`config.mk`:
```
export PLATFORM = sky130hd
export DESIGN_NAME = mux_scan_flat
export DESIGN_NICKNAME = d
export VERILOG_FILES = /design/src/rtl/mux_scan_if.sv /design/src/rtl/mux_scan.sv /design/src/flat_wrapper.sv
export SDC_FILE = /design/constraint.sdc
export NUM_CORES = 1
export LEC_CHECK = 0
export ABC_AREA = 1
export BUFFER_PORTS_ARGS = -buffer_cell sky130_fd_sc_hd__buf_2
export CAP_MARGIN = 0
export CORE_ASPECT_RATIO = 1.4
export CORE_UTILIZATION = 50
export DETAILED_ROUTE_END_ITERATION = 10
export GPL_ROUTABILITY_DRIVEN = 0
export GPL_TIMING_DRIVEN = 0
export PLACE_DENSITY = 0.86
export SYNTH_ARGS = -nofsm -noshare
export SYNTH_HDL_FRONTEND = slang
export SYNTH_SLANG_ARGS = --single-unit
```
`constraint.sdc`:
```
create_clock -name clk -period 4.9 [get_ports clk]
set_input_delay 0.49 -clock clk [delete_from_list [all_inputs] [get_ports clk]]
set_output_delay 0.49 -clock clk [all_outputs]
set_load 0.005 [all_outputs]
```
`src/rtl/mux_scan_if.sv`:
```
// Bus bundle for mux_scan: capture controls and channel data in, registered selection out.
// The master drives the controls and data. The slave (the selector) returns the captured sample.
interface mux_scan_if #(
   parameter int WIDTH    = 8,
   parameter int CHANNELS = 4,
   parameter int SEL_W    = 2
);
   logic                      en;
   logic                      mode;
   logic [SEL_W-1:0]          sel;
   logic [CHANNELS-1:0]       skip_mask;
   logic [CHANNELS*WIDTH-1:0] din;
   logic [WIDTH-1:0]          dout;
   logic [SEL_W-1:0]          dout_ch;
   logic                      dout_valid;
   logic                      scan_wrap;

   modport master (
      output en, mode, sel, skip_mask, din,
      input  dout, dout_ch, dout_valid, scan_wrap
   );

   modport slave (
      input  en, mode, sel, skip_mask, din,
      output dout, dout_ch, dout_valid, scan_wrap
   );
endinterface

```
`src/rtl/mux_scan.sv`:
```
// mux_scan: registered N-channel selector with a manual select mode and a masked round-robin scan.
// Every capture registers the data, its channel number and a one-cycle valid strobe.
module mux_scan #(
   parameter int WIDTH    = 8,
   parameter int CHANNELS = 4,
   parameter int SEL_W    = 2
) (
   input  logic      clk,
   input  logic      rst_n,
   mux_scan_if.slave bus
);
   typedef struct packed {
      logic             found;
      logic [SEL_W-1:0] ch;
      logic             wrap;
   } pick_t;

   logic [WIDTH-1:0] ch_data [CHANNELS];

   logic [WIDTH-1:0] dout_p1;
   logic [SEL_W-1:0] ch_p1;
   logic             vld_p1;
   logic             wrap_p1;
   logic [SEL_W-1:0] ptr_p1;

   pick_t            pick_p0;
   logic             sel_ok_p0;
   logic             cap_p0;
   logic [SEL_W-1:0] cap_ch_p0;
   logic             wrap_p0;
   logic [SEL_W-1:0] ptr_nxt_p0;

   // An out-of-range pointer restarts the scan at channel 0.
   function automatic logic [SEL_W-1:0] norm_ptr(input logic [SEL_W-1:0] p);
      if ({1'b0, p} >= (SEL_W+1)'(CHANNELS)) return '0;
      return p;
   endfunction

   function automatic logic [SEL_W-1:0] next_ch(input logic [SEL_W-1:0] c);
      if ({1'b0, c} == (SEL_W+1)'(CHANNELS - 1)) return '0;
      return c + 1'b1;
   endfunction

   // First unmasked channel at or after start (circular). wrap is set when that
   // channel is the highest unmasked one, i.e. it closes the current lap.
   function automatic pick_t scan_pick(input logic [SEL_W-1:0]    start,
                                       input logic [CHANNELS-1:0] mask);
      pick_t          r;
      logic [SEL_W:0] sum;
      logic [SEL_W-1:0] idx;
      r = '0;
      for (int i = 0; i < CHANNELS; i++) begin
         sum = {1'b0, start} + (SEL_W+1)'(i);
         if (sum >= (SEL_W+1)'(CHANNELS)) sum = sum - (SEL_W+1)'(CHANNELS);
         idx = sum[SEL_W-1:0];
         if (!r.found && !mask[idx]) begin
            r.found = 1'b1;
            r.ch    = idx;
         end
      end
      r.wrap = r.found;
      for (int k = 0; k < CHANNELS; k++) begin
         if (!mask[k] && ((SEL_W+1)'(k) > {1'b0, r.ch})) r.wrap = 1'b0;
      end
      return r;
   endfunction

   for (genvar k = 0; k < CHANNELS; k++) begin : g_ch
      assign ch_data[k] = bus.din[k*WIDTH +: WIDTH];
   end

   // Stage p0: decide what (if anything) is captured this cycle.
   always_comb begin
      pick_p0    = scan_pick(norm_ptr(ptr_p1), bus.skip_mask);
      sel_ok_p0  = ({1'b0, bus.sel} < (SEL_W+1)'(CHANNELS));
      cap_p0     = 1'b0;
      cap_ch_p0  = '0;
      wrap_p0    = 1'b0;
      ptr_nxt_p0 = ptr_p1;
      if (bus.en) begin
         if (bus.mode) begin
            if (pick_p0.found) begin
               cap_p0     = 1'b1;
               cap_ch_p0  = pick_p0.ch;
               wrap_p0    = pick_p0.wrap;
               ptr_nxt_p0 = next_ch(pick_p0.ch);
            end
         end else if (sel_ok_p0) begin
            cap_p0    = 1'b1;
            cap_ch_p0 = bus.sel;
         end
      end
   end

   // Stage p1: registered outputs and scan pointer.
   always_ff @(posedge clk or negedge rst_n) begin
      if (!rst_n) begin
         dout_p1 <= '0;
         ch_p1   <= '0;
         vld_p1  <= 1'b0;
         wrap_p1 <= 1'b0;
         ptr_p1  <= '0;
      end else begin
         vld_p1  <= cap_p0;
         wrap_p1 <= wrap_p0;
         ptr_p1  <= ptr_nxt_p0;
         if (cap_p0) begin
            dout_p1 <= ch_data[cap_ch_p0];
            ch_p1   <= cap_ch_p0;
         end
      end
   end

   assign bus.dout       = dout_p1;
   assign bus.dout_ch    = ch_p1;
   assign bus.dout_valid = vld_p1;
   assign bus.scan_wrap  = wrap_p1;
endmodule

```
`src/flat_wrapper.sv`:
```
// flat-port wrapper written by rule: the top's interface ports become plain ports
module mux_scan_flat 
#(
   parameter int WIDTH    = 8,
   parameter int CHANNELS = 4,
   parameter int SEL_W    = 2
)
  (clk, rst_n, bus_en, bus_mode, bus_sel, bus_skip_mask, bus_din, bus_dout, bus_dout_ch, bus_dout_valid, bus_scan_wrap);
  mux_scan_if #(.WIDTH(WIDTH), .CHANNELS(CHANNELS), .SEL_W(SEL_W)) bus_i ();
  input  logic clk;
  input  logic rst_n;
  input wire logic [$bits(bus_i.en)-1:0] bus_en;
  input wire logic [$bits(bus_i.mode)-1:0] bus_mode;
  input wire logic [$bits(bus_i.sel)-1:0] bus_sel;
  input wire logic [$bits(bus_i.skip_mask)-1:0] bus_skip_mask;
  input wire logic [$bits(bus_i.din)-1:0] bus_din;
  output wire logic [$bits(bus_i.dout)-1:0] bus_dout;
  output wire logic [$bits(bus_i.dout_ch)-1:0] bus_dout_ch;
  output wire logic [$bits(bus_i.dout_valid)-1:0] bus_dout_valid;
  output wire logic [$bits(bus_i.scan_wrap)-1:0] bus_scan_wrap;
  assign bus_i.en = bus_en;
  assign bus_i.mode = bus_mode;
  assign bus_i.sel = bus_sel;
  assign bus_i.skip_mask = bus_skip_mask;
  assign bus_i.din = bus_din;
  assign bus_dout = bus_i.dout;
  assign bus_dout_ch = bus_i.dout_ch;
  assign bus_dout_valid = bus_i.dout_valid;
  assign bus_scan_wrap = bus_i.scan_wrap;
  mux_scan #(.WIDTH(WIDTH), .CHANNELS(CHANNELS), .SEL_W(SEL_W)) u_core (.clk(clk), .rst_n(rst_n), .bus(bus_i));
endmodule
```
==> metrics list, run 1 <==
- The net count of the finished layout is 290.
- DIE AREA: ~2900 um2
- Routed via count divided by cell count: 4.968
- Share of the synthesized area in the top cell type: a little over a quarter
- Cell Rows: 21
- Number of clock buffers inserted by TritonCTS: 3
* Slowest-stage cell, CP: dfrtp_1
* Port buffer count: 52
- The average instance in the mapped netlist occupies ~7.1 um2.
- Setup violations remaining at the end of the flow were counted as 0.
- Number of setup buffers added after CTS: 0
- Before antenna repair, the detailed router went through 4 iterations.
- Syn_nets: approximately 230
* Y dimension of the die: roughly 63 um
* Initial DRC count: 37
- Reg2reg path depth: 13
- Sequential cells were found to cover 26.07% of the synthesized design area.
* Multiplexer area fraction after synthesis: 0%
- Number of filler cells placed in the layout: around 250
- Internal power consumption: ~0.43 mW
- In this run, post-CTS hold repair placed 0 buffers.
- Crit path arrival time: about 2200 ps
- Overall fraction of global-route tracks in use: between 20% and 30%
- The number of global-route vias before repair was 1,210.
* Die Span X: approximately 46 um
- Headroom to the max-slew limit came out at between 80 and 90%.
- Compared with the post-synthesis result, the final layout area differs by 25.23%.
* Period utilization: about two fifths
* Wire length after detailed routing: between 2000 and 3000 um
- Worst flop-to-flop path startpoint: u_core.ptr_p1[1]
* Fraction of power spent switching nets: about half
- Fraction of the mapped netlist area in compound gates: under 10%
- Maximum number of pins on one net before global-route repair: 15
- Power per cell area: 520.4 nW/um2
* Worst setup EP type: register
- For this run, the top clock speed supported by timing is 506.3 MHz.
- Counting both buffers and inverters, the worst setup path holds a total of 2.
- End-of-flow core utilization: roughly two thirds
- Wire length per cell after detailed routing: 10.54 um
- Leading cell type by number of instances after synthesis: nand2_1
- Simple-gate area share of the yosys netlist: 57.64%
- Initial core utilization: between 50% and 60%
- Combinational family with the most area after synthesis: simple AND/OR/NAND/NOR gates
- CTS saw 14 sinks.
- Fraction of layout cells with a size suffix above 1: 40.57%
- Once detail routing completed, the nets flagged for antenna violations numbered 0.
- Number of synthesized flops with an enable pin: 0
* Type of origin of the critical path: register
- The clock passes through at most 2 buffers.
* Static power due to leakage: between 0.9 and 1 nW
* Series of cell instances along the critical path: inv_2 -> nand2_1 -> nand2_2 -> nand2_2 -> nand2_4 -> nand2_1 -> nor2_2 -> nand3_1 -> nand2_2 -> inv_1 -> ha_1 -> nor3_1 -> nor3_1
- Count of instances resized after the clock tree is built: 0
* Path type of the worst min-delay path: in -> async
* Diodes inserted: 0
- The share of total power dissipated in the clock network is under 10%.
- Number of different library cells in the post-synthesis netlist: 25
- The number of antenna violations at the first check in global routing was 0.
- Pins over their slew limit: 0
* Most used flip-flop cell after synthesis: dfrtp_1
* Maximum vdd ir drop: between 0.2 and 0.25 mV
* Synthesized area: ~1300 um2
- In this run the number of H-tree levels came out at 1.
- R2R Path End: u_core.bus.scan_wrap
- Fin Setup TNS: 0 ps
- The clock reaches the later pin of the worst-skew pair after approximately 280 ps.
- CP Class: reg -> reg
* Final std cells w/o fill: 278
- Post-placement cell area: 1647 um2
- Remaining Overflow, GRT: 0
- PnR Total Power: about 0.88 mW
- Combinational cells account for between 60% and 70% of the total power.
- After clock tree synthesis, the clock-pin slew on the worst setup and hold paths is approximately 80 ps.
* Worst-path maximum fanout: 8
* # DRC: 0
- Xor and xnor fraction of the mapped netlist area: 0%
- For the worst setup path, the data required time is ~5100 ps.
- The worst register-to-register path has a setup slack of 2920 ps.
- Clock tree from TritonCTS: yes
- Setup repair after global routing left no endpoint under its margin.
* Top cell type by total area after synthesis: dfrtp_1
- The floorplan step defined a core boundary enclosing approximately 2500 um2.
* Synthesized flop and latch total: 14
* Flop pwr share: about a fifth
* Dpl hpwl: 2439 um
- In this design, the largest share of critical-path delay is due to simple AND/OR/NAND/NOR gates.
- Worst-margin pin slew: between 200 and 300 ps
- Status: completed
- Synthesized instance count: about 190
- DP Cell Count: approximately 270
* Cell types occupying the most area after synthesis: dfrtp_1, nand3_1, nand2_1
- The cell that appears most often on the critical path is nand2_2.
- Leading cell types by count after synthesis: nand2_1, nand3_1, nand2_2
- Master cell of the clock root buffer: clkbuf_4
- IO Pins: 54
- Number of max-cap violations: 0
- For this run, asynchronously set or reset flops after synthesis account for 100.0%.
- Synth Warn #: 0
- The analysis attributes to net switching a power of between 0.4 and 0.5 mW.
- Clock Skew: 0.9339 ps
- Subtracting the final worst setup slack from the clock period gives 1975 ps.
- Number of vias in the routed layout: ~1,400
- Wire length of the first global-routing pass: approximately 4800 um
* Post-Synth Adder-Cell Area: 2.793%
- Summing all non-filler instances in the final layout gives an area of roughly 1700 um2.
- Number of failing hold endpoints at the final stage: 0
- On the worst path, the slowest cell contributes a delay of between 400 and 500 ps.
logic make-up after synthesis:
family,after synthesis
AO/OA/AOI/OAI,5
AND/OR/NAND/NOR,146
flip-flops,14
buffers and inverters,20
adder cells (fa/ha/maj),3
registers in the layout, indices dropped and copies added, names as in the netlist:
signal and flops:
u_core.bus.dout 8, u_core.bus.dout_ch 2, u_core.bus.dout_valid 1, u_core.bus.scan_wrap 1, u_core.ptr_p1 2
stage by stage:
stage               setup WS, ps  hold slack, ps
finish                      2925           77.05
global route                2741           82.38
CTS                         2942           81.80
detailed placement          2892           390.0
global placement            2944           388.0
floorplan                   3125           194.4
worst max path at each step:
stage                     startpoint                   end  cells past startpoint
finish              u_core.ptr_p1[1]  u_core.bus.scan_wrap                     13
global route        u_core.ptr_p1[1]    u_core.bus.dout[2]                     14
CTS                 u_core.ptr_p1[1]  u_core.bus.scan_wrap                     13
detailed placement  bus_skip_mask[1]  u_core.bus.scan_wrap                     13
global placement    bus_skip_mask[3]    u_core.bus.dout[2]                     14
floorplan           u_core.ptr_p1[0]      u_core.ptr_p1[1]                     14
routing by layer:
layer	GRT usage [%]	wire [um]
met5	0	0
met3	2.579	132
met1	25.14	1154
met4	6.618	35
met2	40.18	1609
power groups by stage:
stage | Combinational, mW | Sequential (mW) | Clock, mW
6_report | 0.609 | 0.185 | 0.0819
5_1_grt | 0.685 | 0.190 | 0.0899
4_1_cts | 0.615 | 0.185 | 0.0831
3_5_place_dp | 0.612 | 0.187 | 0
3_3_place_gp | 0.601 | 0.187 | 0
2_1_floorplan | 0.475 | 0.188 | 0
cells in the final DEF, fill, tap and decap left out, types with 4 or more instances in the layout:
cell type and count:
nand2_1 57, buf_2 52, nand3_1 50, nand2_2 21, dfrtp_1 14, inv_1 10
nand2_4 5, buf_6 4, nor2_1 4
cell type report:
type	instances	area, um2	area share [%]
Inverter	13	56.30	3.346
Tap cell	34	42.54	2.528
Sequential cell	14	350.3	20.82
Buffer	7	86.33	5.130
Clock buffer	4	36.28	2.156
Timing Repair Buffer	52	260.3	15.46
Multi-Input combinational cell	154	850.8	50.56
(Power assumes the default switching activity.)
==> inputs of run 2 (changes only) <==
CORE_UTILIZATION = 48   (was 50)
PLACE_DENSITY = 0.83   (was 0.86)
clock period = 1.9 ns   (was 4.9 ns; I/O delays follow)
==> run 2 against run 1 <==
Effect of this change: the run now ends with negative setup slack left; power rose to 3.5 times the previous value; utilization up 8.9 points; count of clock-buffer cells in the layout unchanged; sequential power rose to 2.7 times the previous value; critical endpoint is now u_core.bus.dout[6]; combinational power rose to 3.8 times the previous value; clock power rose to 2.6 times the previous value; cell area up 21%; global-route usage up 2.5 points; setup slack worse by 3000 ps; highest routed layer unchanged; final cell count up 8.3%; sequential share of layout area down 3.5 points; register-to-register slack worse by 3000 ps.
==> metrics list, run 2 (synthesized netlist as in run 1, its figures left out) <==
* Most frequent standard cell in the layout excluding fill and tap cells: buf_2
* Crit path arrival time: 2160 ps
- Diodes inserted: 0
- Initial DRC count: 74
* DIE AREA: between 3000 and 4000 um2
- Layout overhead on the synthesized area: 51.40%
- The tool flagged a number of max-cap violations equal to 0.
- Highest signal layer in the routed design: met4
* Clock tree from TritonCTS: yes
* Post-route setup slack: -87.27 ps
- For the pin with the worst max-slew slack, the measured transition is about 310 ps.
- Port buffer count: 52
- Fmax: ~500 MHz
* Wire length after detailed routing: about 4000 um
- In this run the power density over the cells is ~1500 nW/um2.
- Post-route ant nets: 0
- Final setup violation count: 9
- Path type of the worst min-delay path: in -> reg
* Fin Setup TNS: -564.8 ps
- The register with the most flip-flops in the layout has 8 of them.
- Wire length of the first global-routing pass: around 5700 um
- The initial utilization of the core area, before any placement, comes to between 50% and 60%.
* Number of failing hold endpoints at the final stage: 0
- Clock period minus final worst setup slack: 1987 ps
- The checks that failed: negative setup slack.
- The worst pin sits at a relative slew slack of about 80%.
* Number of filler cells placed in the layout: approximately 200
- Y dimension of the die: between 60 and 70 um
- Core Region: between 2000 and 3000 um2
- Number of vias in the routed layout: approximately 1,600
- Maximum number of pins on one net before global-route repair: 15
- Number of clock buffers inserted by TritonCTS: 3
- The first detailed-routing pass took 4 iterations.
* Fraction of layout cells with a size suffix above 1: ~56%
- Worst-skew pair later-pin latency: 280 ps
- Global routing consumed, over all layers together, about a quarter of the routing resources.
- CTS sink count: 14
- The number of antenna violations at the first check in global routing is 0.
* Number of global-route vias before repair: between 1,000 and 1,500
- After detailed routing, the met3 layer carries around 200 um of wire.
* Maximum buffer depth of the clock tree: 2
* Status: finished, violations left
- From left edge to right edge, the die measures between 40 and 50 um.
* Most frequent cells in the layout: buf_2, nand2_1, nand3_1
- Reg2reg path depth: 16
* DP Cell Count: ~280
* CP Class: reg -> reg
- Final std cells w/o fill: between 300 and 400
* Cell Rows: 22
- In the detailed route, the total length drawn on met2 is between 2000 and 2500 um.
- # DRC: 0
- Data on the critical path is required at its endpoint by just over 2000 ps.
* Dpl hpwl: 2461 um
- After detailed routing, the average wire length per cell comes to 13.33 um.
* Clk pin slew, worst setup/hold paths: 90 ps
- Setup repair after global routing could not meet its margin everywhere.
* Worst setup EP type: register
- Across all hold checks on the routed design, the worst slack comes to roughly 230 ps.
- In this run the number of H-tree levels came out at 1.
- After the last flow step, the layout net total stands at 311.
- Clock Skew: around 2.0 ps
- End-of-flow core utilization: between 70% and 80%
* Master cell of the clock root buffer: clkbuf_4
- In the routed layout, each cell is associated on average with a via count of approximately 5.2.
- The design draws 3.057 mW.
- between 50 and 60 I/O pins were placed.
- The final count of pins violating max slew came to 0.
- M1 WL: around 1500 um
- Maximum vdd ir drop: approximately 0.76 mV
- Remaining Overflow, GRT: 0
- Along the worst path, the maximum fanout reaches 8.
- In this run the static leakage power is between 1 and 1.5 nW.
- Counting instances, the worst hold path has a depth of 5.
- Period utilization: 104.6%
- Type of origin of the critical path: register
run 2: cell types whose count changed in the layout (fill, tap and decap cells not counted), sizes merged:
cell / previous run / this run
dlygate4sd3: 0 / 1
clkinvlp: 0 / 1
clkbuf: 5 / 6
nand2: 85 / 87
buf: 58 / 74
run 2: layer usage:
| layer | vias up | global-route usage [%] |
|---|---|---|
| met4 | 0 | 5.000 |
| met1 | 730 | 26.71 |
| li1 | 770 | - |
| met2 | 71 | 47.57 |
| met3 | 7 | 1.950 |
| met5 | - | 0 |
run 2: stage by stage:
step / worst slack [ps] / area [um2]
finish: -87.27 / 2034
global route: -212.9 / 2034
CTS: -29.35 / 1795
detailed placement: -64.24 / 1649
global placement: -13.02 / 1649
floorplan: 125.2 / 1344
run 2: repair_timing:
item / 4_1_cts / 5_1_grt
setup endpoints to repair: 10 / 11
hold buffers: 1 / 0
gates cloned: 2 / 3
hold endpoints to repair: 14 / 0
pin swaps: 4 / 11
setup buffers: 9 / 6
resized for setup: 7 / 34
run 2: worst max-delay path, stage by stage (launching register included):
cell and delay [ps]:
dfrtp_1 410, buf_6 160, inv_8 80, nand2_4 60, nand2_2 60, nand2_2 60, nand2_4 120, nand2_4 60
nor2_4 110, nand2_2 60, nand2_2 80, nand2_4 70, a21oi_4 170, buf_12 140, nand3_1 60, nand3_1 80
nand2_1 70
run 2: cell type report:
class	count	area (um2)	area share (%)
multi-input combinational	156	1018	50.06
timing repair buffer	70	425.4	20.91
sequential	14	351.6	17.28
buffer	7	86.33	4.244
inverter	13	65.06	3.198
tap	36	45.04	2.214
clock buffer	4	36.28	1.784
timing repair inverter	1	6.256	0.3075
run 2: final timing paths:
| check | end | start | slack, ps |
|---|---|---|---|
| worst max register to register | u_core.bus.dout[6] | u_core.ptr_p1[0] | -90 |
| max in group asynchronous | u_core.ptr_p1[1] | rst_n | 1330 |
| worst max-delay path | u_core.bus.dout[6] | u_core.ptr_p1[0] | -90 |
| min in group asynchronous | u_core.bus.dout_valid | rst_n | 320 |
| worst min-delay path | u_core.bus.dout[0] | bus_din[16] | 230 |
| worst min register to register | u_core.bus.dout[1] | u_core.bus.dout[1] | 490 |
run 2: power by group:
| group | switching, mW | leakage (nW) | internal, mW | total (mW) |
|---|---|---|---|---|
| Sequential | 0.0904 | 0.170 | 0.411 | 0.501 |
| Combinational | 1.34 | 0.904 | 0.998 | 2.34 |
| Clock | 0.100 | 0.0210 | 0.116 | 0.216 |
| Total | 1.53 | 1.09 | 1.52 | 3.06 |
==> inputs of run 3 (changes only) <==
ABC_AREA = not set   (was 1)
CORE_UTILIZATION = 46   (was 48)
==> run 3 against run 2 <==
Effect of this change: the flow now finishes without violations; clock skew up 1.3 ps; wire length shrank 18%; setup slack better by 140 ps; first-iteration DRC count decreased by 24%; cell area shrank 24%; sequential share of layout area is 5.3 points higher; utilization down 12 points; critical path depth decreased by 9; critical path type unchanged.
==> metrics list, run 3 <==
- The run finished with clean final reports.
- Based on the critical path, the design can be clocked at up to 540.4 MHz.
- The hold violation total from the final report is 0.
- Period utilization: between 90 and 100%
- Leaving out filler cells and counting taps, the final layout contains ~230.
* Overall fraction of global-route tracks in use: between 20% and 30%
- Across all layers, the routed design uses roughly 1,300 vias.
* Diodes inserted: 0
* Number of different library cells in the post-synthesis netlist: 33
- Maximum buffer depth of the clock tree: 2
- Worst-margin pin slew: 747.1 ps
- The critical path is of the reg -> reg type.
- Synthesis produced 132 cells.
- Share of the synthesized area in the top cell type: between 30 and 40%
- The initial utilization of the core area, before any placement, comes to roughly half.
- DIE AREA: 2746 um2
* Wire length per cell after detailed routing: 14.66 um
* Clock period minus final worst setup slack: approximately 1900 ps
- Stage delay of the slowest cell on the critical path: roughly 430 ps
- For this run, the number of Yosys warnings is 0.
* Drt pass-1 iters: 4
- Remaining Overflow, GRT: 0
- The worst setup path is captured at a register.
- The clock drives 14 sinks.
- Static power due to leakage: 0.7694 nW
- Worst hold margin: about 180 ps
- Share of total power in combinational logic: between 50% and 60%
- Of the total power, the clock network draws between 10% and 20%.
- Dpl hpwl: approximately 2500 um
* Layout overhead on the synthesized area: 32.90%
- Sorting the synthesized cells by how often they occur yields mux2i_1, dfrtp_1, nand4_1.
- Dominant cell type by count on the critical path: mux2i_2
* H-tree levels: 1
- Syn_nets: ~180
* Most frequent cells in the layout: buf_2, mux2i_1, dfrtp_1
- Across the VDD grid, the largest voltage drop is 0.5869 mV.
- Async set-or-reset flop fraction in the synthesized netlist: 100.0%
- Fraction of power spent switching nets: 40.46%
* Leading cell type by number of instances after synthesis: mux2i_1
* # DRC: 0
- The number of antenna violations at the first check in global routing is 0.
- Type of origin of the critical path: register
- For flop-to-flop paths, the worst setup slack is around 50 ps.
- By area the synthesized netlist is led by dfrtp_1, mux2i_1, nand4_1.
* Power per cell area: ~900 nW/um2
* Number of synthesized flops with an enable pin: 0
* Port buffer count: 50
- The final count of pins violating max slew was 0.
- Clock Skew: approximately 3.3 ps
- Across the run, the number of max-cap violations was 0.
- Y dimension of the die: around 60 um
- Switching power of the nets: ~0.55 mW
- Synthesized flop and latch total: 14
- The cell family contributing the most delay on the critical path is compound AO/OA/AOI/OAI gates.
- After the last flow step, the layout net total stands at around 240.
- Among all stages on the critical path, the largest delay is contributed by a221oi_4.
* Avg Inst Size Synth: roughly 8.8 um2
* Initial DRC count: 56
- At the later pin of the worst-skew pair, clock insertion delay measures 290 ps.
- Once placement completed, the tool counted placed cells totaling around 220.
- Clk pin slew, worst setup/hold paths: ~80 ps
* Final setup violation count: 0
- Number of clock buffers inserted by TritonCTS: 3
- Wires add up to 3299 um.
- Largest register FFs: 8
- Synthesized area: between 1000 and 1500 um2
- Summing the sequential cell areas from Yosys gives between 30% and 40% of the chip area.
- Number of filler cells placed in the layout: approximately 200
- Clock tree from TritonCTS: yes
- Cell Rows: 21
* Required time of the worst setup path: roughly 2100 ps
- Core Region: 2391 um2
- Worst path bufs/invs: 2
- Worst flop-to-flop path startpoint: u_core.ptr_p1[1]
* Fraction of layout cells with a size suffix above 1: about two fifths
* Wire length of the first global-routing pass: ~5000 um
- Tracing the worst setup path back leads to its startpoint at u_core.ptr_p1[1].
- dfrtp_1 takes more of the synthesized area than any other cell.
* Startpoint of the most critical hold path: bus_din[30]
- The detail route stage leaves a number of antenna-violating nets equal to 0.
* Series of cell instances along the critical path: buf_6 -> mux2i_2 -> a221oi_4 -> mux2i_4 -> buf_4 -> mux2i_2 -> o2111ai_1
* Most frequent standard cell in the layout excluding fill and tap cells: buf_2
- Worst-path maximum fanout: 8
- Entering global routing, the biggest net connects 15 pins.
- During I/O placement, the number of pins put on the boundary was 54.
- Cell internal power was estimated by the tool at slightly above 0.8 mW.
- Headroom to the max-slew limit came out at between 40 and 50%.
- The path class of the tightest hold or removal check is in -> reg.
* Flop pwr share: a little under a third
* Crit path arrival time: 2020 ps
* Routed via count divided by cell count: approximately 5.8
- Setup repair after global routing could not meet its margin everywhere.
- Die Span X: about 45 um
* Number of global-route vias before repair: 1,204
- The most used flip-flop cell after synthesis is dfrtp_1.
- Clock tree synthesis selected as its root buffer the cell clkbuf_4.
run 3: cell types whose count changed after synthesis, sizes merged, moves of 2 or more:
cell | previous run | this run
nand3 | 52 | 2
nand2 | 85 | 4
nand2b | 0 | 3
nand4 | 1 | 13
mux2i | 0 | 18
a31oi | 0 | 2
o221ai | 0 | 4
nor2 | 5 | 12
a21oi | 1 | 12
o22ai | 0 | 2
o2bb2ai | 0 | 2
a41oi | 0 | 2
o2111ai | 0 | 6
run 3: kinds of logic after synthesis:
kind of cell             share of synthesized area, %
buffers and inverters                           7.288
AO/OA/AOI/OAI                                   24.22
multiplexers                                    17.79
flip-flops                                      30.01
adder cells (fa/ha/maj)                         3.216
AND/OR/NAND/NOR                                 17.47
run 3: worst reg2reg max path, stage by stage (launching register included):
cell	delay, ps
dfrtp_1	380
buf_6	140
mux2i_2	170
a221oi_4	430
mux2i_4	130
buf_4	180
mux2i_2	180
o2111ai_1	120
run 3: per-layer routing:
layer	part of all wire (%)	vias to the layer above	GRT usage, %	wire length, um
met5	0	-	0	0
li1	-	626	-	-
met2	51	77	44.33	1688
met3	5.9	6	3.519	193
met4	1.3	0	13.85	43
met1	42	597	28.39	1374
run 3: worst paths after layout:
kind	end	cells past startpoint
worst min-delay path	u_core.bus.dout[6]	3
max in group asynchronous	u_core.bus.dout[3]	2
worst min register to register	u_core.bus.dout[6]	2
worst max register to register	u_core.bus.dout[6]	7
worst max-delay path	u_core.bus.dout[6]	7
min in group asynchronous	u_core.ptr_p1[0]	2
run 3: what timing repair did:
item	CTS	global route
cloned	0	0
buffers inserted	0	5
hold buffers	1	0
resized for setup	2	4
endpoints found under the hold margin	14	0
pin swaps	0	2
setup endpoints to repair	2	10
run 3: power by group through the flow:
stage / Combinational, mW / Sequential (mW) / Clock [mW]
floorplan: 0.449 / 0.438 / 0
global placement: 0.643 / 0.435 / 0
detailed placement: 0.675 / 0.434 / 0
CTS: 0.690 / 0.429 / 0.180
global route: 0.813 / 0.441 / 0.191
finish: 0.752 / 0.430 / 0.178
run 3: final cells by class:
| cell class | count | area (um2) | area share (%) |
|---|---|---|---|
| multi-input cells | 99 | 748.2 | 48.23 |
| flip-flops and latches | 14 | 350.3 | 22.58 |
| repair buffers | 56 | 297.8 | 19.19 |
| plain buffers | 8 | 48.80 | 3.145 |
| well taps | 34 | 42.54 | 2.742 |
| inverters | 11 | 41.29 | 2.661 |
| clock buffers | 3 | 22.52 | 1.452 |
run 3: per-stage QoR:
stage / area (um2) / setup slack, ps / power (mW) / setup TNS [ps] / util [%]
4_1_cts: 1500 / 16.74 / 1.299 / 0 / 62.74
2_1_floorplan: 1167 / 135.3 / 0.8868 / 0 / -
5_1_grt: 1551 / -44.17 / 1.445 / -231.5 / 64.89
3_5_place_dp: 1460 / -111.4 / 1.109 / -189.0 / 61.07
3_3_place_gp: 1460 / -85.33 / 1.078 / -132.3 / 61.07
6_report: 1551 / 49.50 / 1.360 / 0 / 64.89
